File: config.mk
export PLATFORM = sky130hd
export DESIGN_NAME = chan_arbiter_flat
export DESIGN_NICKNAME = d
export VERILOG_FILES = /design/src/rtl/chan_pkg.sv /design/src/rtl/chan_arbiter_if.sv /design/src/rtl/chan_arbiter_rr_pick.sv /design/src/rtl/chan_arbiter.sv /design/src/flat_wrapper.sv
export SDC_FILE = /design/constraint.sdc
export NUM_CORES = 1
export LEC_CHECK = 0
export BUFFER_PORTS_ARGS = -buffer_cell sky130_fd_sc_hd__buf_2
export CORE_MARGIN = 2
export CORE_UTILIZATION = 45
export CTS_BUF_LIST = sky130_fd_sc_hd__clkbuf_16
export DETAILED_ROUTE_END_ITERATION = 10
export HOLD_SLACK_MARGIN = 0.08
export PLACE_DENSITY = 0.77
export REMOVE_ABC_BUFFERS = 1
export SYNTH_ARGS = -nofsm -noshare
export SYNTH_HDL_FRONTEND = slang
export SYNTH_SLANG_ARGS = --single-unit
export TNS_END_PERCENT = 50
File: constraint.sdc
create_clock -name clk -period 5.01 [get_ports clk]
set_clock_uncertainty 0.2 [all_clocks]
set_input_delay 0.501 -clock clk [delete_from_list [all_inputs] [get_ports clk]]
set_output_delay 0.501 -clock clk [all_outputs]
set_load 0.01 [all_outputs]
File: src/rtl/chan_pkg.sv
// rtl/chan_pkg.sv - shared header layout, FSM encodings and block sizing for chan_arbiter
package chan_pkg;

    // Block header layout: 1M NNNNNN LLLLLLLL
    localparam int HDR_VALID  = 15;
    localparam int HDR_MASTER = 14;
    localparam int HDR_CH_HI  = 13;
    localparam int HDR_CH_LO  = 8;
    localparam int HDR_LEN_HI = 7;
    localparam int HDR_LEN_LO = 0;

    // Largest block is a master block with L=255: header + trigger + 255 data.
    localparam int MAX_BLOCK = 257;
    localparam int CNT_W     = $clog2(MAX_BLOCK + 1);

    typedef enum logic [3:0] {
        ST_IDLE = 4'b0001,
        ST_HEAD = 4'b0010,
        ST_SKIP = 4'b0100,
        ST_COPY = 4'b1000
    } state_e;

    // Total words in a block, header included.
    function automatic logic [CNT_W-1:0] block_words(input logic [15:0] hdr);
        logic [CNT_W-1:0] len;
        len = {1'b0, hdr[HDR_LEN_HI:HDR_LEN_LO]};
        return hdr[HDR_MASTER] ? len + CNT_W'(2) : len + CNT_W'(1);
    endfunction

    // Channel number field; carried through untouched by the arbiter.
    function automatic logic [5:0] hdr_chan(input logic [15:0] hdr);
        return hdr[HDR_CH_HI:HDR_CH_LO];
    endfunction

endpackage

File: src/rtl/chan_arbiter_if.sv
// rtl/chan_arbiter_if.sv - channel-side and readout-side signals of chan_arbiter
// Ports (as signals):
//   req[NCH], din[16*NCH] : channel requests and flattened channel words
//   ack[NCH]              : one-hot word acknowledge back to the channels
//   dout, dvalid, ofull   : merged word stream and downstream almost-full
//   busy, herr            : block in progress, sticky bad-header flag
interface chan_arbiter_if #(
    parameter int NCH = 16
);
    logic [NCH-1:0]    req;
    logic [16*NCH-1:0] din;
    logic [NCH-1:0]    ack;
    logic [15:0]       dout;
    logic              dvalid;
    logic              ofull;
    logic              busy;
    logic              herr;

    modport master (
        input  req, din, ofull,
        output ack, dout, dvalid, busy, herr
    );

    modport slave (
        output req, din, ofull,
        input  ack, dout, dvalid, busy, herr
    );
endinterface

File: src/rtl/chan_arbiter_rr_pick.sv
// rtl/chan_arbiter_rr_pick.sv - combinational round-robin priority encoder
// Ports:
//   req   : per-channel request vector
//   ptr   : last granted channel; search starts at ptr+1 and wraps
//   grant : index of first requester after ptr
//   any   : at least one request present
module rr_pick #(
    parameter int NCH = 16,
    parameter int PW  = 4
) (
    input  logic [NCH-1:0] req,
    input  logic [PW-1:0]  ptr,
    output logic [PW-1:0]  grant,
    output logic           any
);

    // Scan from farthest to nearest so the nearest requester after ptr
    // is the last one written and therefore wins.
    always_comb begin
        int          idx;
        logic [PW-1:0] sel;
        grant = '0;
        any   = 1'b0;
        idx   = 0;
        sel   = '0;
        for (int i = NCH; i >= 1; i--) begin
            idx = int'(ptr) + i;
            if (idx >= NCH) begin
                idx = idx - NCH;
            end
            sel = PW'(idx);
            if (req[sel]) begin
                any   = 1'b1;
                grant = sel;
            end
        end
    end

endmodule

File: src/rtl/chan_arbiter.sv
// rtl/chan_arbiter.sv - round-robin block arbiter merging NCH channel streams
// Ports:
//   clk, reset : system clock, synchronous active-high reset
//   bus        : chan_arbiter_if master (req/din/ack to channels,
//                dout/dvalid/ofull to readout, busy/herr status)
module chan_arbiter
    import chan_pkg::*;
#(
    parameter int NCH          = 16,
    parameter int OFULL_MARGIN = 258
) (
    input logic             clk,
    input logic             reset,
    chan_arbiter_if.master  bus
);

    localparam int PW = (NCH > 1) ? $clog2(NCH) : 1;

    if (NCH < 1 || NCH > 64) begin : g_bad_nch
        $error("chan_arbiter: NCH out of range");
    end
    if (OFULL_MARGIN < MAX_BLOCK + 1) begin : g_bad_margin
        $error("chan_arbiter: OFULL_MARGIN smaller than largest block");
    end

    state_e           state_q, state_d;
    logic [PW-1:0]    ptr_q, ptr_d;
    logic [NCH-1:0]   ack_q, ack_d;
    logic [15:0]      dout_q, dout_d;
    logic             dvalid_q, dvalid_d;
    logic             busy_q, busy_d;
    logic             herr_q, herr_d;
    logic [CNT_W-1:0] wlen_q, wlen_d;
    logic [CNT_W-1:0] cnt_q, cnt_d;

    logic [PW-1:0]    pick_idx;
    logic             pick_any;
    logic [15:0]      din_arr [NCH];
    logic [15:0]      din_g;
    logic [CNT_W-1:0] hdr_w;

    for (genvar i = 0; i < NCH; i++) begin : g_din
        assign din_arr[i] = bus.din[16*i +: 16];
    end

    // ptr_q doubles as the granted channel while a block is in flight.
    assign din_g = din_arr[ptr_q];
    assign hdr_w = block_words(din_g);

    rr_pick #(
        .NCH (NCH),
        .PW  (PW)
    ) u_rr_pick (
        .req   (bus.req),
        .ptr   (ptr_q),
        .grant (pick_idx),
        .any   (pick_any)
    );

    always_comb begin
        state_d  = state_q;
        ptr_d    = ptr_q;
        ack_d    = '0;
        dout_d   = dout_q;
        dvalid_d = 1'b0;
        busy_d   = busy_q;
        herr_d   = herr_q;
        wlen_d   = wlen_q;
        cnt_d    = cnt_q;

        unique case (state_q)
            ST_IDLE: begin
                // Downstream space is only checked here; a whole block
                // always fits once ofull is low.
                if (!bus.ofull && pick_any) begin
                    ack_d[pick_idx] = 1'b1;
                    ptr_d           = pick_idx;
                    busy_d          = 1'b1;
                    state_d         = ST_HEAD;
                end
            end
            ST_HEAD: begin
                if (!din_g[HDR_VALID]) begin
                    herr_d  = 1'b1;
                    busy_d  = 1'b0;
                    state_d = ST_IDLE;
                end else begin
                    wlen_d   = hdr_w;
                    dout_d   = din_g;
                    dvalid_d = 1'b1;
                    if (hdr_w == CNT_W'(1)) begin
                        busy_d  = 1'b0;
                        state_d = ST_IDLE;
                    end else begin
                        ack_d[ptr_q] = 1'b1;
                        state_d      = ST_SKIP;
                    end
                end
            end
            ST_SKIP: begin
                // din still shows the header this cycle (channel read latency).
                cnt_d = wlen_q - CNT_W'(1);
                if (wlen_q > CNT_W'(2)) begin
                    ack_d[ptr_q] = 1'b1;
                end
                state_d = ST_COPY;
            end
            ST_COPY: begin
                dout_d   = din_g;
                dvalid_d = 1'b1;
                cnt_d    = cnt_q - CNT_W'(1);
                // Two acks are still in flight ahead of the capture point,
                // so stop acking once only two words remain to be captured.
                if (cnt_q > CNT_W'(2)) begin
                    ack_d[ptr_q] = 1'b1;
                end
                if (cnt_q == CNT_W'(1)) begin
                    busy_d  = 1'b0;
                    state_d = ST_IDLE;
                end
            end
            default: begin
                state_d = ST_IDLE;
            end
        endcase
    end

    always_ff @(posedge clk) begin
        if (reset) begin
            state_q  <= ST_IDLE;
            ptr_q    <= PW'(NCH - 1);
            ack_q    <= '0;
            dout_q   <= '0;
            dvalid_q <= 1'b0;
            busy_q   <= 1'b0;
            herr_q   <= 1'b0;
            wlen_q   <= '0;
            cnt_q    <= '0;
        end else begin
            state_q  <= state_d;
            ptr_q    <= ptr_d;
            ack_q    <= ack_d;
            dout_q   <= dout_d;
            dvalid_q <= dvalid_d;
            busy_q   <= busy_d;
            herr_q   <= herr_d;
            wlen_q   <= wlen_d;
            cnt_q    <= cnt_d;
        end
    end

    assign bus.ack    = ack_q;
    assign bus.dout   = dout_q;
    assign bus.dvalid = dvalid_q;
    assign bus.busy   = busy_q;
    assign bus.herr   = herr_q;

endmodule

File: src/flat_wrapper.sv
// flat-port wrapper written by rule: the top's interface ports become plain ports
module chan_arbiter_flat import chan_pkg::*;
#(
    parameter int NCH          = 16,
    parameter int OFULL_MARGIN = 258
)
  (clk, reset, bus_req, bus_din, bus_ofull, bus_ack, bus_dout, bus_dvalid, bus_busy, bus_herr);
  chan_arbiter_if #(.NCH(NCH)) bus_i ();
  input logic clk;
  input logic reset;
  input wire logic [$bits(bus_i.req)-1:0] bus_req;
  input wire logic [$bits(bus_i.din)-1:0] bus_din;
  input wire logic [$bits(bus_i.ofull)-1:0] bus_ofull;
  output wire logic [$bits(bus_i.ack)-1:0] bus_ack;
  output wire logic [$bits(bus_i.dout)-1:0] bus_dout;
  output wire logic [$bits(bus_i.dvalid)-1:0] bus_dvalid;
  output wire logic [$bits(bus_i.busy)-1:0] bus_busy;
  output wire logic [$bits(bus_i.herr)-1:0] bus_herr;
  assign bus_i.req = bus_req;
  assign bus_i.din = bus_din;
  assign bus_i.ofull = bus_ofull;
  assign bus_ack = bus_i.ack;
  assign bus_dout = bus_i.dout;
  assign bus_dvalid = bus_i.dvalid;
  assign bus_busy = bus_i.busy;
  assign bus_herr = bus_i.herr;
  chan_arbiter #(.NCH(NCH), .OFULL_MARGIN(OFULL_MARGIN)) u_core (.clk(clk), .reset(reset), .bus(bus_i));
endmodule
# Word-level counts from Yosys, hierarchy flattened
# Index checks and enable logic that the tools add are counted.
# word_totals
ff_bits	61
latchBits	0
mem_bits_rw	0
rom_bits	0
in_bits	275
out_inout_bits	35
elab_cells	218
mem_count	0
# op_classes
addsub	36
n_mul	0
n_div	0
order_cmp	39
eq_ne	10
shifts	0
muxes	109
bitwise	2
n_reduce_logical	13
# ops
op	count
2-to-1 mux 4 bit	35
2-to-1 mux 16 bit	8
< comparator 4 x 5 -> 1 bit (second input constant)	18
greater-or-equal comparator 5 bit (second input constant)	16
binary-select mux 1 bit (select 4 bit)	16
binary-select mux 16 bit (select 4 bit)	1
one-hot mux 16 bit (4 select lines)	1
subtractor 4 x 1 -> 4 bit (second input constant)	16
adder 4 x 4 -> 5 bit (second input constant)	8
2-to-1 mux 1 bit	39
one-hot mux 16 bit (2 select lines)	1
adder 4 x 3 -> 5 bit (second input constant)	4
== test 9 x 1 -> 1 bit (second input constant)	2
greater-than comparator 9 x 2 -> 1 bit (second input constant)	2
one-hot mux 9 bit (2 select lines)	1
subtractor 9 x 1 -> 9 bit (second input constant)	2
one-hot mux 4 bit (4 select lines)	1
adder 4 x 2 -> 5 bit (second input constant)	2
AND reduction 2 bit	5
adder 8 x 1 -> 9 bit (second input constant)	1
adder 8 x 2 -> 9 bit (second input constant)	1
2-to-1 mux 9 bit	1
demux 1 bit (select 4 bit)	2
greater-or-equal comparator 4 x 1 -> 1 bit (second input constant)	2
19 further kinds	24

# Logic depth before layout (Yosys ltp)
# logic_depth
ltp_word	27
ltp_mapped	18
mapped_depth_nobuf	11

# Cells and area by module
# From an unflattened synthesis, not the netlist that was laid out.
# unflattened
cells_unflattened	740
area_unflattened_um2	6910.4
# modules_own_cells
mod	instances	cells_each	area_per_inst_um2
chan_arbiter	1	499	4923.5
rr_pick	1	241	1986.9

# Worst setup path after synthesis
# OpenSTA, ideal clock, no wires.
# synth_path
path_type	reg2reg
from	register u_core.ptr_q[1]
to	register u_core.ack_q[11] (netlist: u_core.bus.ack[11])
setup_time_ns	0.093
t_arrival_ns	4.263
t_required_ns	4.717
path_slack_ns	0.454
stages_incl_launch_ff	17
path_buffers	5
path_cell_list	dfxtp_1 buf_2 buf_2 buf_2 inv_1 ha_1 buf_2 clkbuf_1 mux4_1 mux2_2 mux2_4 mux2_2 or3_1 nand3_2 o31ai_4 or2_4 o32ai_1
# synth_via
elab_chain_len	27
# synth_lines
element	line	source
start: declaration	chan_arbiter.sv:27	logic [PW-1:0] ptr_q, ptr_d;
start signal: assignment	chan_arbiter.sv:131	ptr_q <= PW'(NCH - 1);
start signal: assignment	chan_arbiter.sv:141	ptr_q <= ptr_d;
adder 4 x 5 -> 6 bit	chan_arbiter_rr_pick.sv:27	idx = int'(ptr) + i;
greater-or-equal comparator 6 x 5 -> 1 bit or subtractor 4 x 1 -> 4 bit (tied branches)	chan_arbiter_rr_pick.sv:28, chan_arbiter_rr_pick.sv:29	
2-to-1 mux 4 bit	chan_arbiter_rr_pick.sv:28	if (idx >= NCH) begin
binary-select mux 1 bit (select 4 bit)	chan_arbiter_rr_pick.sv:32	if (req[sel]) begin
2-to-1 mux 1 bit (not written as such)	chan_arbiter_rr_pick.sv:32	
2-to-1 mux 4 bit (16 in series)	chan_arbiter_rr_pick.sv:32	
< comparator 4 x 5 -> 1 bit (not written as such) or greater-or-equal comparator 4 x 1 -> 1 bit (tied branches)	chan_arbiter.sv:76	ack_d[pick_idx] = 1'b1;
logical AND 1 bit (not written as such)	chan_arbiter.sv:76	
2-to-1 mux 1 bit (not written as such)	chan_arbiter.sv:76	
demux 1 bit (select 4 bit)	-	
2-to-1 mux 16 bit	chan_arbiter.sv:75	if (!bus.ofull && pick_any) begin
one-hot mux 16 bit (4 select lines) (*)	chan_arbiter.sv:71	unique case (state_q)
end signal: assignment	chan_arbiter.sv:142	ack_q <= ack_d;
end: declaration	chan_arbiter.sv:28	logic [NCH-1:0] ack_q, ack_d;
# Mark *: on every way between the ends. The rest lies on a longest branch, timed or not. The select of a mux whose other input is x is not followed.
# A chain may end at the register's enable or synchronous reset.

# Final worst setup path
# layout_path
from	register u_core.ptr_q[1]
to	register u_core.ack_q[2] (netlist: u_core.bus.ack[2])
# Same word-level chain as after synthesis.

==> flow_metrics.py <==
metrics = {
    "timing": {
        "whs_ps": 247.1,
        "slew_headroom_pct": 31.58,
        "post-route-min-period_ps": 4372,
        "slew_viol_final": 0,
        "fmax_ghz": 0.2288,
        "hold_viol": 0,
        "rsz0062_at_grt": "false",
        "worstMarginPinSlew_ps": 1012,
        "fin_crit_sh_pct": 87.26,
        "finalSetupViolCount": 0,
    },
    "route": {
        "vias": 7542,
        "dr.pass1.iters": 6,
        "drc": 0,
        "avgRoutedWirePerCell_microns": 21.47,
        "wl_met3_mm": 2.577,
        "routed_wirelength_mm": 25.68,
        "detail-route-antenna-nets": 0,
        "wl_met1_mm": 10.57,
        "dr_wl_met2_mm": 11.59,
        "dr.first_iter.drc_count": 691,
        "via_per_inst": 6.306,
        "highest_layer": "met5",
    },
    "setup_path": {
        "critPathLaunchType": "register",
        "cp.required_ps": 5050,
        "crit_type": "reg2reg",
        "arrival_ps": 4410,
        "crit_fanout": 10,
        "cp-end-kind": "register",
    },
    "cts": {
        "cts.path.max_buffers": 2,
        "ctsHoldBuffers": 0,
        "ctsHtreeMaxLevel": 3,
        "path_clk_slew_ps": 50,
        "cts-resized-gates": 0,
        "clock_sinks": 61,
        "root_buffer": "clkbuf_16",
        "post_cts_buffers": 0,
        "cts_tree": "built",
        "cts_made_buffers": 9,
        "clock_latency_ps": 340,
    },
    "job": {
        "cap_violations": 0,
    },
    "grt": {
        "grt_pass1_vias": 7244,
        "grt_max_degree": 44,
        "antenna_found_initial": 7,
        "grt_pass1_wl_mm": 39.47,
        "gr-usage-all-layers_pct": 31.48,
        "grt.overflow.total": 0,
    },
    "finish": {
        "drive_above_1_share_pct": 46.16,
        "design_area_sq_mm": 0.008870,
        "final_nets": 1294,
        "fin_util_pct": 58.78,
        "area_delta_synth_final_pct": 28.49,
    },
    "floorplan": {
        "start_util_pct": 45.75,
        "die_y_microns": 127.9,
        "dieArea_sq_mm": 0.01635,
        "num_rows": 45,
        "die_w_microns": 127.9,
        "io_pins": 310,
        "core_area_sq_mm": 0.01509,
    },
    "synth": {
        "ys_warn_count": 0,
        "synth_cells": 711,
        "synth_edf_count": 0,
        "synthMuxAreaShare_pct": 37.61,
        "syn-cell-area_sq_mm": 0.006903,
        "synth_top_family_by_area": "multiplexers",
        "yosysSeqAreaShare_pct": 17.69,
        "synth_compound_area_share_pct": 17.18,
        "synth-simple-area-share_pct": 15.14,
        "async_flop_share_pct": 0,
        "synth.avg_cell_area_sq_um": 9.709,
        "ys.flop_type": "dfxtp_1",
        "ys_types": 82,
        "synth-seq-cells": 61,
        "synth_xor_area_share_pct": 4.060,
        "synthAdderAreaFrac_pct": 3.806,
    },
    "placement": {
        "place_congestion": 0.9584,
        "numPortBuffers": 309,
        "post-dp-hpwl_mm": 20.97,
        "post_dp_cell_area_sq_mm": 0.008556,
    },
    "pwr": {
        "ir_drop_mv": 0.2717,
        "power_leakage_nw": 3.926,
        "p_total_w": 0.004825,
        "p_per_area_mw_per_mm2": 543.9,
    },
    "status": {
        "status": "finished, final reports clean",
    },
    "worst_hold_path": {
        "min_path_type": "reg2reg",
    },
}
-- final timing paths --
check / start / end / slack (ps) / cells past startpoint
worst min-delay path: u_core.bus.dout[6]$_SDFFE_PP0P_ / u_core.bus.dout[6]$_SDFFE_PP0P_ / 250 / 2
worst max-delay path: u_core.ptr_q[1]$_SDFFE_PP1P_ / u_core.bus.ack[2]$_SDFF_PP0_ / 640 / 9
worst max register to register: u_core.ptr_q[1]$_SDFFE_PP1P_ / u_core.bus.ack[2]$_SDFF_PP0_ / 640 / 9
worst min register to register: u_core.bus.dout[6]$_SDFFE_PP0P_ / u_core.bus.dout[6]$_SDFFE_PP0P_ / 250 / 2
-- metal layers --
metal | vias up | track usage, %
met3 | 59 | 9.057
met5 | - | 3.406
li1 | 3388 | -
met1 | 3657 | 41.51
met2 | 432 | 49.13
met4 | 6 | 11.51
-- cells by family after synthesis --
logic type                 count (synthesis)
muxes                                    142
AOI/OAI and AO/OA                        170
adders and majority gates                 21
buffers and inverters                     64
DFF                                       61
and+or+nand+nor                          221
xor gates and xnor gates                  32
-- power breakdown --
part           total (W)  switching, W  internal, W  leakage (nW)
Sequential      0.000566     0.0000406     0.000526         0.493
Clock           0.000625      0.000218     0.000407         0.154
Combinational    0.00363       0.00210      0.00153          3.28
-- cell usage in the layout, fill, tap and decap left out, types with 8 or more instances in the layout --
cell	count
inv_1	15
a21oi_1	53
nor2_1	50
buf_2	309
a22oi_1	19
mux2i_1	34
o21ai_0	12
nand2_1	93
xnor2_1	21
clkbuf_16	10
buf_4	16
mux2_2	16
a22o_1	9
nand3_1	8
xor2_1	11
mux4_2	88
nor3_1	17
o22ai_1	15
dfxtp_1	58
ha_1	21
-- synth_stat cells, types with 5 or more instances --
cell	count	share of area, %
a21oi_1	53	3.8
a22o_1	9	1.1
a22oi_1	19	2.1
a31oi_1	5	0.45
and2_1	5	0.45
buf_1	5	0.27
buf_2	11	0.80
clkbuf_1	25	1.4
dfxtp_1	61	18
ha_1	21	3.8
inv_1	14	0.76
mux2_2	16	2.6
mux2i_1	34	4.9
mux4_2	88	29
nand2_1	93	5.1
nand2b_1	6	0.54
nand3_1	8	0.58
nand4_1	7	0.63
nor2_1	50	2.7
nor2b_1	7	0.63
nor3_1	17	1.2
o211ai_1	7	0.76
o21ai_0	12	0.87
o22ai_1	15	1.4
xnor2_1	21	2.7
xor2_1	11	1.4
-- flip-flops by register name, indices dropped and copies added, names as in the netlist --
signal / flops
u_core.bus.ack: 16
u_core.bus.dout: 16
u_core.cnt_q: 9
u_core.wlen_q: 9
u_core.ptr_q: 4
u_core.state_q: 4
u_core.bus.busy: 1
u_core.bus.dvalid: 1
u_core.bus.herr: 1
-- critical path, stage by stage (launching register included) --
cell	delay, ps
dfxtp_2	330
inv_1	160
ha_1	600
mux4_2	640
mux4_2	580
a2111oi_0	620
o211ai_1	220
o21ai_2	390
nand3_1	250
o32ai_1	270
-- per-stage QoR --
step                std cells  worst slack (ps)  TNS (ps)
global placement         1175             764.4         0
detailed placement       1175             711.0         0
global route             1195             396.6         0
finish                   1196             638.4         0
floorplan                 662             -2345    -74170
CTS                      1191             687.4         0
-- layout make-up --
type                            instances  area [sq um]
Antenna cell                            5         12.51
Clock buffer                           10         250.2
Clock inverter                          6         51.30
Fill cell                            1347          6220
Inverter                               15         56.30
Multi-Input combinational cell        586          5370
Sequential cell                        61          1227
Tap cell                              188         235.2
Timing Repair Buffer                  325          1667
(Power assumes the default switching activity.)
